==> config.mk <==
export PLATFORM = sky130hd
export DESIGN_NAME = digital_lock_multi
export DESIGN_NICKNAME = d
export VERILOG_FILES = /design/src/rtl/digital_lock_pkg.sv /design/src/rtl/digital_lock_multi_key_press_decoder.sv /design/src/rtl/digital_lock_multi.sv
export SDC_FILE = /design/constraint.sdc
export NUM_CORES = 1
export LEC_CHECK = 0
export CELL_PAD_IN_SITES_DETAIL_PLACEMENT = 0
export CELL_PAD_IN_SITES_GLOBAL_PLACEMENT = 1
export CORE_ASPECT_RATIO = 1.1
export CORE_UTILIZATION = 50
export CTS_BUF_LIST = sky130_fd_sc_hd__clkbuf_8
export DETAILED_ROUTE_END_ITERATION = 16
export PLACE_DENSITY_LB_ADDON = 0.12
export RECOVER_POWER = 25
export SLEW_MARGIN = 20
export SYNTH_ARGS = -nofsm -noshare
export SYNTH_HDL_FRONTEND = slang
export SYNTH_SLANG_ARGS = --single-unit
==> constraint.sdc <==
create_clock -name clock -period 4.35 [get_ports clock]
set_input_delay 0.6525 -clock clock [delete_from_list [all_inputs] [get_ports clock]]
set_output_delay 0.6525 -clock clock [all_outputs]
set_load 0.1 [all_outputs]
==> src/rtl/digital_lock_pkg.sv <==
// Shared state encoding and width helpers for the multi-code keypad lock.
package digital_lock_pkg;

    localparam int unsigned STATE_BITS = 3;

    typedef enum logic [STATE_BITS-1:0] {
        ST_LOCKED   = 3'd0,
        ST_CHECK    = 3'd1,
        ST_UNLOCKED = 3'd2,
        ST_NEW_CODE = 3'd3,
        ST_CONFIRM  = 3'd4,
        ST_LOCKOUT  = 3'd5
    } lock_state_t;

    // Bits needed to hold 0..max_value; never narrower than one bit.
    function automatic int unsigned counter_width(input int unsigned max_value);
        return (max_value < 1) ? 1 : $clog2(max_value + 1);
    endfunction

    function automatic int unsigned digit_width(input int unsigned lines);
        return (lines < 2) ? 1 : $clog2(lines);
    endfunction

endpackage

==> src/rtl/digital_lock_multi_key_press_decoder.sv <==
// Keypad edge detector: one registered press pulse per clean one-hot press, with its index.
module key_press_decoder
    import digital_lock_pkg::*;
#(
    parameter int unsigned KEY_WIDTH  = 4,
    parameter int unsigned DIGIT_BITS = digit_width(KEY_WIDTH)
) (
    input  logic                  clock,
    input  logic                  reset,
    input  logic [KEY_WIDTH-1:0]  key,
    output logic                  press_valid,
    output logic [DIGIT_BITS-1:0] digit
);

    logic [KEY_WIDTH-1:0]  prev_key;
    logic                  one_hot;
    logic [DIGIT_BITS-1:0] index;

    always_comb begin
        one_hot = (key != '0) && ((key & (key - KEY_WIDTH'(1))) == '0);
        index   = '0;
        for (int unsigned i = 0; i < KEY_WIDTH; i++) begin
            if (key[i]) begin
                index = DIGIT_BITS'(i);
            end
        end
    end

    // A press only counts when the previous sample was fully released.
    always_ff @(posedge clock or negedge reset) begin
        if (!reset) begin
            prev_key    <= '0;
            press_valid <= 1'b0;
            digit       <= '0;
        end else begin
            prev_key    <= key;
            press_valid <= one_hot && (prev_key == '0);
            if (one_hot && (prev_key == '0)) begin
                digit <= index;
            end
        end
    end

endmodule

==> src/rtl/digital_lock_multi.sv <==
// Keypad lock with lockout after repeated failures, idle auto-relock and confirmed code change.
module digital_lock_multi
    import digital_lock_pkg::*;
#(
    parameter int unsigned KEY_WIDTH       = 4,
    parameter int unsigned PASSCODE_LENGTH = 4,
    parameter logic [PASSCODE_LENGTH*digit_width(KEY_WIDTH)-1:0] DEFAULT_CODE = 8'hEC,
    parameter int unsigned MAX_ATTEMPTS    = 3,
    parameter int unsigned LOCKOUT_CYCLES  = 16,
    parameter int unsigned UNLOCK_TIMEOUT  = 32
) (
    input  logic                                      clock,
    input  logic                                      reset,
    input  logic [KEY_WIDTH-1:0]                      key,
    input  logic                                      lock_req,
    input  logic                                      change_req,
    output logic                                      locked,
    output logic                                      error,
    output logic                                      lockout,
    output logic                                      code_changed,
    output logic [counter_width(PASSCODE_LENGTH)-1:0] entry_count,
    output logic [counter_width(MAX_ATTEMPTS)-1:0]    fail_count,
    output logic [STATE_BITS-1:0]                     state
);

    localparam int unsigned DIGIT_BITS   = digit_width(KEY_WIDTH);
    localparam int unsigned CODE_BITS    = PASSCODE_LENGTH * DIGIT_BITS;
    localparam int unsigned ENTRY_BITS   = counter_width(PASSCODE_LENGTH);
    localparam int unsigned FAIL_BITS    = counter_width(MAX_ATTEMPTS);
    localparam int unsigned LOCKOUT_BITS = counter_width(LOCKOUT_CYCLES);
    localparam int unsigned IDLE_BITS    = counter_width(UNLOCK_TIMEOUT);

    localparam logic [ENTRY_BITS-1:0]   LAST_DIGIT   = ENTRY_BITS'(PASSCODE_LENGTH - 1);
    localparam logic [FAIL_BITS-1:0]    FAIL_MAX     = FAIL_BITS'(MAX_ATTEMPTS);
    localparam logic [LOCKOUT_BITS-1:0] LOCKOUT_LAST = LOCKOUT_BITS'(LOCKOUT_CYCLES - 1);
    localparam logic [IDLE_BITS-1:0]    IDLE_LAST    =
        IDLE_BITS'((UNLOCK_TIMEOUT == 0) ? 0 : UNLOCK_TIMEOUT - 1);

    lock_state_t              st;
    logic                     press_valid;
    logic [DIGIT_BITS-1:0]    digit;
    logic [CODE_BITS-1:0]     code;
    logic [CODE_BITS-1:0]     entry_buf;
    logic [CODE_BITS-1:0]     new_buf;
    logic [CODE_BITS-1:0]     entry_next;
    logic [CODE_BITS-1:0]     new_next;
    logic [FAIL_BITS-1:0]     fail_next;
    logic [LOCKOUT_BITS-1:0]  lockout_cnt;
    logic [IDLE_BITS-1:0]     idle_cnt;

    key_press_decoder #(
        .KEY_WIDTH  (KEY_WIDTH),
        .DIGIT_BITS (DIGIT_BITS)
    ) u_decoder (
        .clock       (clock),
        .reset       (reset),
        .key         (key),
        .press_valid (press_valid),
        .digit       (digit)
    );

    // Shift-based append keeps PASSCODE_LENGTH == 1 free of empty part-selects.
    always_comb begin
        entry_next = (entry_buf << DIGIT_BITS) | CODE_BITS'(digit);
        new_next   = (new_buf << DIGIT_BITS) | CODE_BITS'(digit);
        fail_next  = (fail_count == FAIL_MAX) ? fail_count : fail_count + FAIL_BITS'(1);
    end

    assign state = st;

    always_ff @(posedge clock or negedge reset) begin
        if (!reset) begin
            st           <= ST_LOCKED;
            locked       <= 1'b1;
            error        <= 1'b0;
            lockout      <= 1'b0;
            code_changed <= 1'b0;
            entry_count  <= '0;
            fail_count   <= '0;
            code         <= DEFAULT_CODE;
            entry_buf    <= '0;
            new_buf      <= '0;
            lockout_cnt  <= '0;
            idle_cnt     <= '0;
        end else begin
            error        <= 1'b0;
            code_changed <= 1'b0;
            case (st)
                ST_LOCKED: begin
                    if (press_valid) begin
                        entry_buf   <= entry_next;
                        entry_count <= entry_count + ENTRY_BITS'(1);
                        if (entry_count == LAST_DIGIT) begin
                            st <= ST_CHECK;
                        end
                    end
                end

                ST_CHECK: begin
                    entry_count <= '0;
                    entry_buf   <= '0;
                    if (entry_buf == code) begin
                        st         <= ST_UNLOCKED;
                        locked     <= 1'b0;
                        fail_count <= '0;
                        idle_cnt   <= '0;
                    end else begin
                        error      <= 1'b1;
                        fail_count <= fail_next;
                        if (fail_next == FAIL_MAX) begin
                            st          <= ST_LOCKOUT;
                            lockout     <= 1'b1;
                            lockout_cnt <= '0;
                        end else begin
                            st <= ST_LOCKED;
                        end
                    end
                end

                ST_LOCKOUT: begin
                    if (lockout_cnt == LOCKOUT_LAST) begin
                        st         <= ST_LOCKED;
                        lockout    <= 1'b0;
                        fail_count <= '0;
                    end else begin
                        lockout_cnt <= lockout_cnt + LOCKOUT_BITS'(1);
                    end
                end

                ST_UNLOCKED: begin
                    if (lock_req) begin
                        st          <= ST_LOCKED;
                        locked      <= 1'b1;
                        entry_count <= '0;
                        entry_buf   <= '0;
                        new_buf     <= '0;
                    end else if (change_req) begin
                        st          <= ST_NEW_CODE;
                        entry_count <= '0;
                        entry_buf   <= '0;
                        new_buf     <= '0;
                    end else if (press_valid) begin
                        idle_cnt <= '0;
                    end else if (UNLOCK_TIMEOUT != 0) begin
                        if (idle_cnt == IDLE_LAST) begin
                            st          <= ST_LOCKED;
                            locked      <= 1'b1;
                            entry_count <= '0;
                            entry_buf   <= '0;
                        end else begin
                            idle_cnt <= idle_cnt + IDLE_BITS'(1);
                        end
                    end
                end

                ST_NEW_CODE: begin
                    if (lock_req) begin
                        st          <= ST_LOCKED;
                        locked      <= 1'b1;
                        entry_count <= '0;
                        entry_buf   <= '0;
                        new_buf     <= '0;
                    end else if (press_valid) begin
                        new_buf <= new_next;
                        if (entry_count == LAST_DIGIT) begin
                            st          <= ST_CONFIRM;
                            entry_count <= '0;
                            entry_buf   <= '0;
                        end else begin
                            entry_count <= entry_count + ENTRY_BITS'(1);
                        end
                    end
                end

                ST_CONFIRM: begin
                    if (lock_req) begin
                        st          <= ST_LOCKED;
                        locked      <= 1'b1;
                        entry_count <= '0;
                        entry_buf   <= '0;
                        new_buf     <= '0;
                    end else if (press_valid) begin
                        if (entry_count == LAST_DIGIT) begin
                            // Compare including the digit arriving this cycle.
                            if (entry_next == new_buf) begin
                                code         <= new_buf;
                                code_changed <= 1'b1;
                            end else begin
                                error <= 1'b1;
                            end
                            st          <= ST_UNLOCKED;
                            idle_cnt    <= '0;
                            entry_count <= '0;
                            entry_buf   <= '0;
                            new_buf     <= '0;
                        end else begin
                            entry_buf   <= entry_next;
                            entry_count <= entry_count + ENTRY_BITS'(1);
                        end
                    end
                end

                default: begin
                    st     <= ST_LOCKED;
                    locked <= 1'b1;
                end
            endcase
        end
    end

endmodule
# --- After elaboration in Yosys (flattened, before gate mapping) ---
# Cells that the tools add are included.
word_totals:
  out_inout_bits: 12
  word_cells: 167
  register_bits: 54
  inputBits: 8
classes:
  n_reduce_logical: 23
  bitwise: 5
  eq_ne: 37
  mux: 82
  add_sub_neg: 5
op_table:
  columns: ["op", "count"]
  rows:
  - ["$mux 8", 15]
  - ["$mux 3", 21]
  - ["$mux 6", 8]
  - ["$pmux 8 s5", 1]
  - ["$pmux 8 s3", 1]
  - ["$mux 1", 20]
  - ["$ne 2x2->1 const B", 10]
  - ["$ne 3x3->1 const B", 6]
  - ["$pmux 3 s6", 1]
  - ["$pmux 6 s3", 1]
  - ["$eq 8x8->1", 2]
  - ["$or 8x2->8", 2]
  - ["$mux 5", 3]
  - ["$reduce_and 5->1", 3]
  - ["$pmux 3 s4", 1]
  - ["$mux 2", 5]
  - ["$pmux 5 s2", 1]
  - ["$eq 3x2->1 const B", 3]
  - ["$ne 3x2->1 const B", 3]
  - ["$reduce_and 9->1", 1]
  - ["$logic_not 4->1", 2]
  - ["$ne 4x4->1 const B", 2]
  - ["$reduce_and 4->1", 2]
  - ["$reduce_and 8->1", 1]
  - ["27 further kinds", 37]

# --- Logic depth before layout (Yosys ltp) ---
depth:
  ltp_word: 7
  mapped_depth: 8
  depth_no_buf: 8

# --- Hierarchy ---
# From an unflattened synthesis, not the netlist that was laid out.
unflattened:
  cells_unflattened: 308
  area_unflattened_um2: 3026.7
by_module_without_submodules:
  columns: ["mod", "area_each_um2", "n_inst", "seq_area_each_um2", "cells_each"]
  rows:
  - ["digital_lock_multi", 2690.1, 1, 1183.6, 276]
  - ["key_press_decoder", 336.6, 1, 175.2, 32]

# --- Worst setup path after synthesis ---
# OpenSTA, ideal clock, no wires.
synth_timing:
  path_kind: "flip-flop to flip-flop"
  start: "reg entry_count[0]"
  end: "reg code[0]"
  arrival_ps: 2350
  n_path_buf: 1
  setup_ps: 125
  synth_period_minus_slack_ps: 2475
  t_required_ps: 4225
  path_stages_with_launch: 7
  setup_slack_ps: 1875
  path_cell_list: "dfrtp_1 ha_1 ha_1 nand3_2 or3_1 buf_6 mux2_4"
synth_via:
  elab_chain_len: 2
synth_rtl:
  columns: ["item", "line_no", "source"]
  rows:
  - ["from (decl)", "digital_lock_multi.sv:21", "output logic [counter_width(PASSCODE_LENGTH)-1:0] entry_count,"]
  - ["from (signal assigned)", "digital_lock_multi.sv:92", "entry_count <= entry_count + ENTRY_BITS'(1);"]
  - ["from (signal assigned)", "digital_lock_multi.sv:170", "entry_count <= entry_count + ENTRY_BITS'(1);"]
  - ["from (signal assigned)", "digital_lock_multi.sv:198", "entry_count <= entry_count + ENTRY_BITS'(1);"]
  - ["$eq 3x2->1", "digital_lock_multi.sv:183", "if (entry_count == LAST_DIGIT) begin"]
  - ["$reduce_and 5->1 (no line)", null, null]
  - ["to (signal assigned)", "digital_lock_multi.sv:186", "code <= new_buf;"]
  - ["to (decl)", "digital_lock_multi.sv:42", "logic [CODE_BITS-1:0] code;"]
# No other way between the ends.
# A chain may end at the register's enable or synchronous reset.

# --- Worst setup path after layout ---
layout_timing:
  start: "reg st[0] (netlist: state[0])"
  end: "out state[0]"
layout_rtl:
  columns: ["item", "line_no", "source"]
  rows:
  - ["from (decl)", "digital_lock_multi.sv:39", "lock_state_t st;"]
  - ["from (signal assigned)", "digital_lock_multi.sv:73", "st <= ST_LOCKED;"]
  - ["from (signal assigned)", "digital_lock_multi.sv:94", "st <= ST_CHECK;"]
  - ["from (signal assigned)", "digital_lock_multi.sv:103", "st <= ST_UNLOCKED;"]
  - ["to (decl)", "digital_lock_multi.sv:23", "output logic [STATE_BITS-1:0] state"]
# No word-level cell between the ends.

==> qor.json <==
{
  "routing": {
    "antenna_violating_nets_post_route": 0,
    "route.detailed.vias_per_inst": 5.414,
    "avgRoutedWirePerCell_um": 14.26,
    "post-route-drc-count": 0,
    "initialDrtViolationCount": 112,
    "drt_first_pass_iters": 4,
    "postRouteWirelength_mm": 5.574,
    "vias": 2117
  },
  "flow_run": {
    "timing.max_cap.violations": 1
  },
  "placed_design": {
    "routabilityCongestion": 0.7716,
    "place.detailed.hpwl_mm": 4.004,
    "placement.cell_area_um2": 3211,
    "port_buffers": 19
  },
  "synthesis": {
    "yosysSeqAreaShare_pct": 45.57,
    "post_synth.cell_area_avg_um2": 10.11,
    "synth_warn": 0,
    "count_of_flip_flops_with_a_built_in_enable_after_synthesis": 0,
    "async_reset_ff_share_pct": 100.0,
    "synthesized_cell_area_um2": 2982,
    "mappedNetlistNets": 309,
    "synth_area_leaders": "sky130_fd_sc_hd__dfrtp_1, sky130_fd_sc_hd__xnor2_1, sky130_fd_sc_hd__dfstp_2",
    "synth_top_cell_area_share_pct": 40.29,
    "synth-main-ff-cell": "sky130_fd_sc_hd__dfrtp_1",
    "netlist.top_cell.by_area": "sky130_fd_sc_hd__dfrtp_1",
    "synthesis.instances": 295,
    "post_synth_num_cell_types": 52,
    "synth.ff_latch_count": 54
  },
  "worst_hold_path": {
    "min_from": "lockout",
    "hold-path-endpoint": "lockout",
    "hold-path-cell-count": 2,
    "worstHoldPathType": "reg2reg"
  },
  "clocking": {
    "hold_bufs_at_cts": 0,
    "tritoncts_clock_tree": "yes",
    "clockBufferDepth": 2,
    "cts_made_buffers": 5,
    "cts.sinks": 54,
    "post_cts.repair.setup_buffers": 0,
    "cts.repair.resized": 0,
    "worst_skew_pair.late_latency_ns": 0.31,
    "count_of_h_tree_levels_built_during_cts": 2,
    "clk_pin_slew_ns": 0.09,
    "clock_tree.root_cell": "sky130_fd_sc_hd__clkbuf_8"
  },
  "die": {
    "die_h_um": 82.99,
    "rows": 29,
    "die_area_um2": 6277,
    "die_wd_um": 75.63,
    "floorplan.initialDensity_pct": 51.68,
    "design.portCount": 20,
    "floorplan.core_area_um2": 5769
  },
  "worst_setup_path": {
    "rrSetupSlack_ns": 1.84,
    "path_depth_of_the_worst_reg2reg_path": 6,
    "cp_top_family": "buffers and inverters",
    "crit_path_max_fanout": 24,
    "timing.critical_path.required_ns": 3.70,
    "path_buf_inv": 1,
    "critical_path.slowest_cell": "sky130_fd_sc_hd__clkdlybuf4s50_1",
    "cp-start-kind": "flip-flop",
    "worst-setup-path-type": "reg2out",
    "arrival_ns": 2.42,
    "reg2reg_from": "state[0]",
    "cp-end-kind": "output pin",
    "worst_path_largest_cell_delay_ns": 1.26,
    "timing.rr.end": "entry_buf[0]",
    "timing.critical_path.cells": "clkdlybuf4s50_1"
  },
  "timing": {
    "timing.max_slew.rel_slack_pct": -89.69,
    "setup_repair_after_global_routing_missed_its_margin": "no",
    "hold_viol_final": 0,
    "worst_pin_slew_ns": 2.845,
    "drv_slew": 55,
    "report.final.setup_viol": 0,
    "min_period_over_period_pct": 70.60,
    "finalCriticalPeriod_ns": 3.071,
    "fin_setup_tns_ns": 0,
    "max_clock_freq_mhz": 325.6,
    "final.setup_skew_ns": 0.01022
  },
  "grt": {
    "overflow_after_grt": 0,
    "grt_pass1_vias": 2017,
    "number_of_antenna_violations_at_the_first_check_in_global_routing": 0,
    "first_pass_grt_wire_length_mm": 9.584,
    "grt_max_degree": 55,
    "grt_util_all_layers_pct": 19.84
  },
  "layout": {
    "regArea_um2": 1359,
    "post_route_cells_drive_above_1_share_pct": 12.10,
    "insertedDiodeCount": 0,
    "area_overhead_of_the_layout_relative_to_synthesis_pct": 11.46,
    "multiInputGateArea_um2": 1458,
    "final_design_area_excluding_fillers_um2": 3323,
    "fill_cell_total_of_the_finished_layout": 522,
    "top_library_cells_by_usage_in_the_layout_fill_and_taps_aside": "sky130_fd_sc_hd__dfrtp_1, sky130_fd_sc_hd__inv_1, sky130_fd_sc_hd__nand2_1, sky130_fd_sc_hd__nor2_1, sky130_fd_sc_hd__xnor2_1",
    "post_layout_net_count": 327,
    "layout_commonest_cell": "sky130_fd_sc_hd__dfrtp_1"
  },
  "power_and_ir_drop": {
    "power.share.clock_pct": 34.3,
    "power_frac_seq_pct": 52.9,
    "power.switching_fraction_pct": 26.06,
    "max_vdd_drop_mv": 0.1690,
    "p_per_area_nw_per_um2": 303.0,
    "comb_power_share_pct": 12.8,
    "intPower_w": 0.0007444,
    "switchingPower_w": 0.0002623,
    "power.leakage_nw": 1.560
  },
  "outcome": {
    "failed_checks": "capacitance limit, slew limit",
    "run_status": "complete, but fails checks"
  }
}
power by group through the flow:
stage | Combinational, W | Sequential (W) | Clock, W
floorplan | 0.0000502 | 0.000580 | 0
global placement | 0.000131 | 0.000541 | 0
detailed placement | 0.000131 | 0.000542 | 0
CTS | 0.000132 | 0.000533 | 0.000356
global route | 0.000143 | 0.000534 | 0.000376
finish | 0.000129 | 0.000532 | 0.000346
worst max-delay path by stage:
stage	slack, ns	from	end	cells past startpoint
after CTS	1.26	state[0]	state[0]	1
after detailed placement	1.29	lock_req	entry_buf[2]	7
after floorplan	1.88	entry_count[0]	code[0]	6
after global routing	0.75	reset	code_changed	2
final	1.28	state[0]	state[0]	1
after global placement	1.34	lock_req	entry_buf[6]	7
area by class of cell:
| cell class | instances | area share, % |
|---|---|---|
| inverters | 26 | 2.937 |
| flip-flops and latches | 54 | 40.89 |
| well taps | 77 | 2.899 |
| clock buffers | 6 | 2.485 |
| repair buffers | 21 | 5.911 |
| clock inverters | 2 | 1.017 |
| multi-input cells | 205 | 43.86 |
synth_stat cells (3+ instances only):
cell                        n
sky130_fd_sc_hd__a21o_1     3
sky130_fd_sc_hd__a21oi_1   11
sky130_fd_sc_hd__a22o_1     4
sky130_fd_sc_hd__a31oi_1    5
sky130_fd_sc_hd__and2_1     3
sky130_fd_sc_hd__and3_1     4
sky130_fd_sc_hd__buf_2      3
sky130_fd_sc_hd__buf_6      3
sky130_fd_sc_hd__clkbuf_1   3
sky130_fd_sc_hd__dfrtp_1   48
sky130_fd_sc_hd__dfstp_2    6
sky130_fd_sc_hd__ha_1       6
sky130_fd_sc_hd__inv_1     26
sky130_fd_sc_hd__mux2_2     8
sky130_fd_sc_hd__mux2_4     9
sky130_fd_sc_hd__mux2i_1    8
sky130_fd_sc_hd__nand2_1   27
sky130_fd_sc_hd__nand3_1   12
sky130_fd_sc_hd__nand4_1    5
sky130_fd_sc_hd__nor2_1    22
sky130_fd_sc_hd__nor2b_1    7
sky130_fd_sc_hd__nor3_1     3
sky130_fd_sc_hd__o21ai_0   14
sky130_fd_sc_hd__xnor2_1   19
routing by layer:
metal  up-vias  track usage (%)  part of all wire [%]
met3         4            3.519                   2.3
met5         -                0                     0
met1      1027            28.96                    49
li1       1058                -                     -
met4         0            5.724                  0.77
met2        28            30.03                    47
state kept, by name, indices dropped and copies added, names as in the netlist, 3 cells and up:
register and count:
code 8, entry_buf 8, idle_cnt 6, lockout_cnt 5, state 3, new_buf 8, u_decoder.prev_key 4, entry_count 3
stage by stage:
stage	utilization (%)	instances	total power [W]	hold WS [ns]	setup slack [ns]
floorplan	-	295	0.0006307	0.3569	1.875
global placement	55.65	383	0.0006722	0.4647	1.343
detailed placement	55.65	383	0.0006739	0.4761	1.286
CTS	57.67	391	0.001021	0.4851	1.264
global route	57.60	391	0.001053	0.5435	0.7483
finish	57.60	391	0.001007	0.4905	1.279
cells by family after synthesis:
| group | after synthesis | synth area share (%) |
|---|---|---|
| buffers and inverters | 36 | 5.539 |
| and+or+nand+nor | 98 | 17.54 |
| muxes | 25 | 10.24 |
| xor gates and xnor gates | 20 | 5.875 |
| DFF | 54 | 45.57 |
| adders and majority gates | 6 | 2.518 |
| AOI/OAI and AO/OA | 56 | 12.71 |
(Power assumes the default switching activity.)
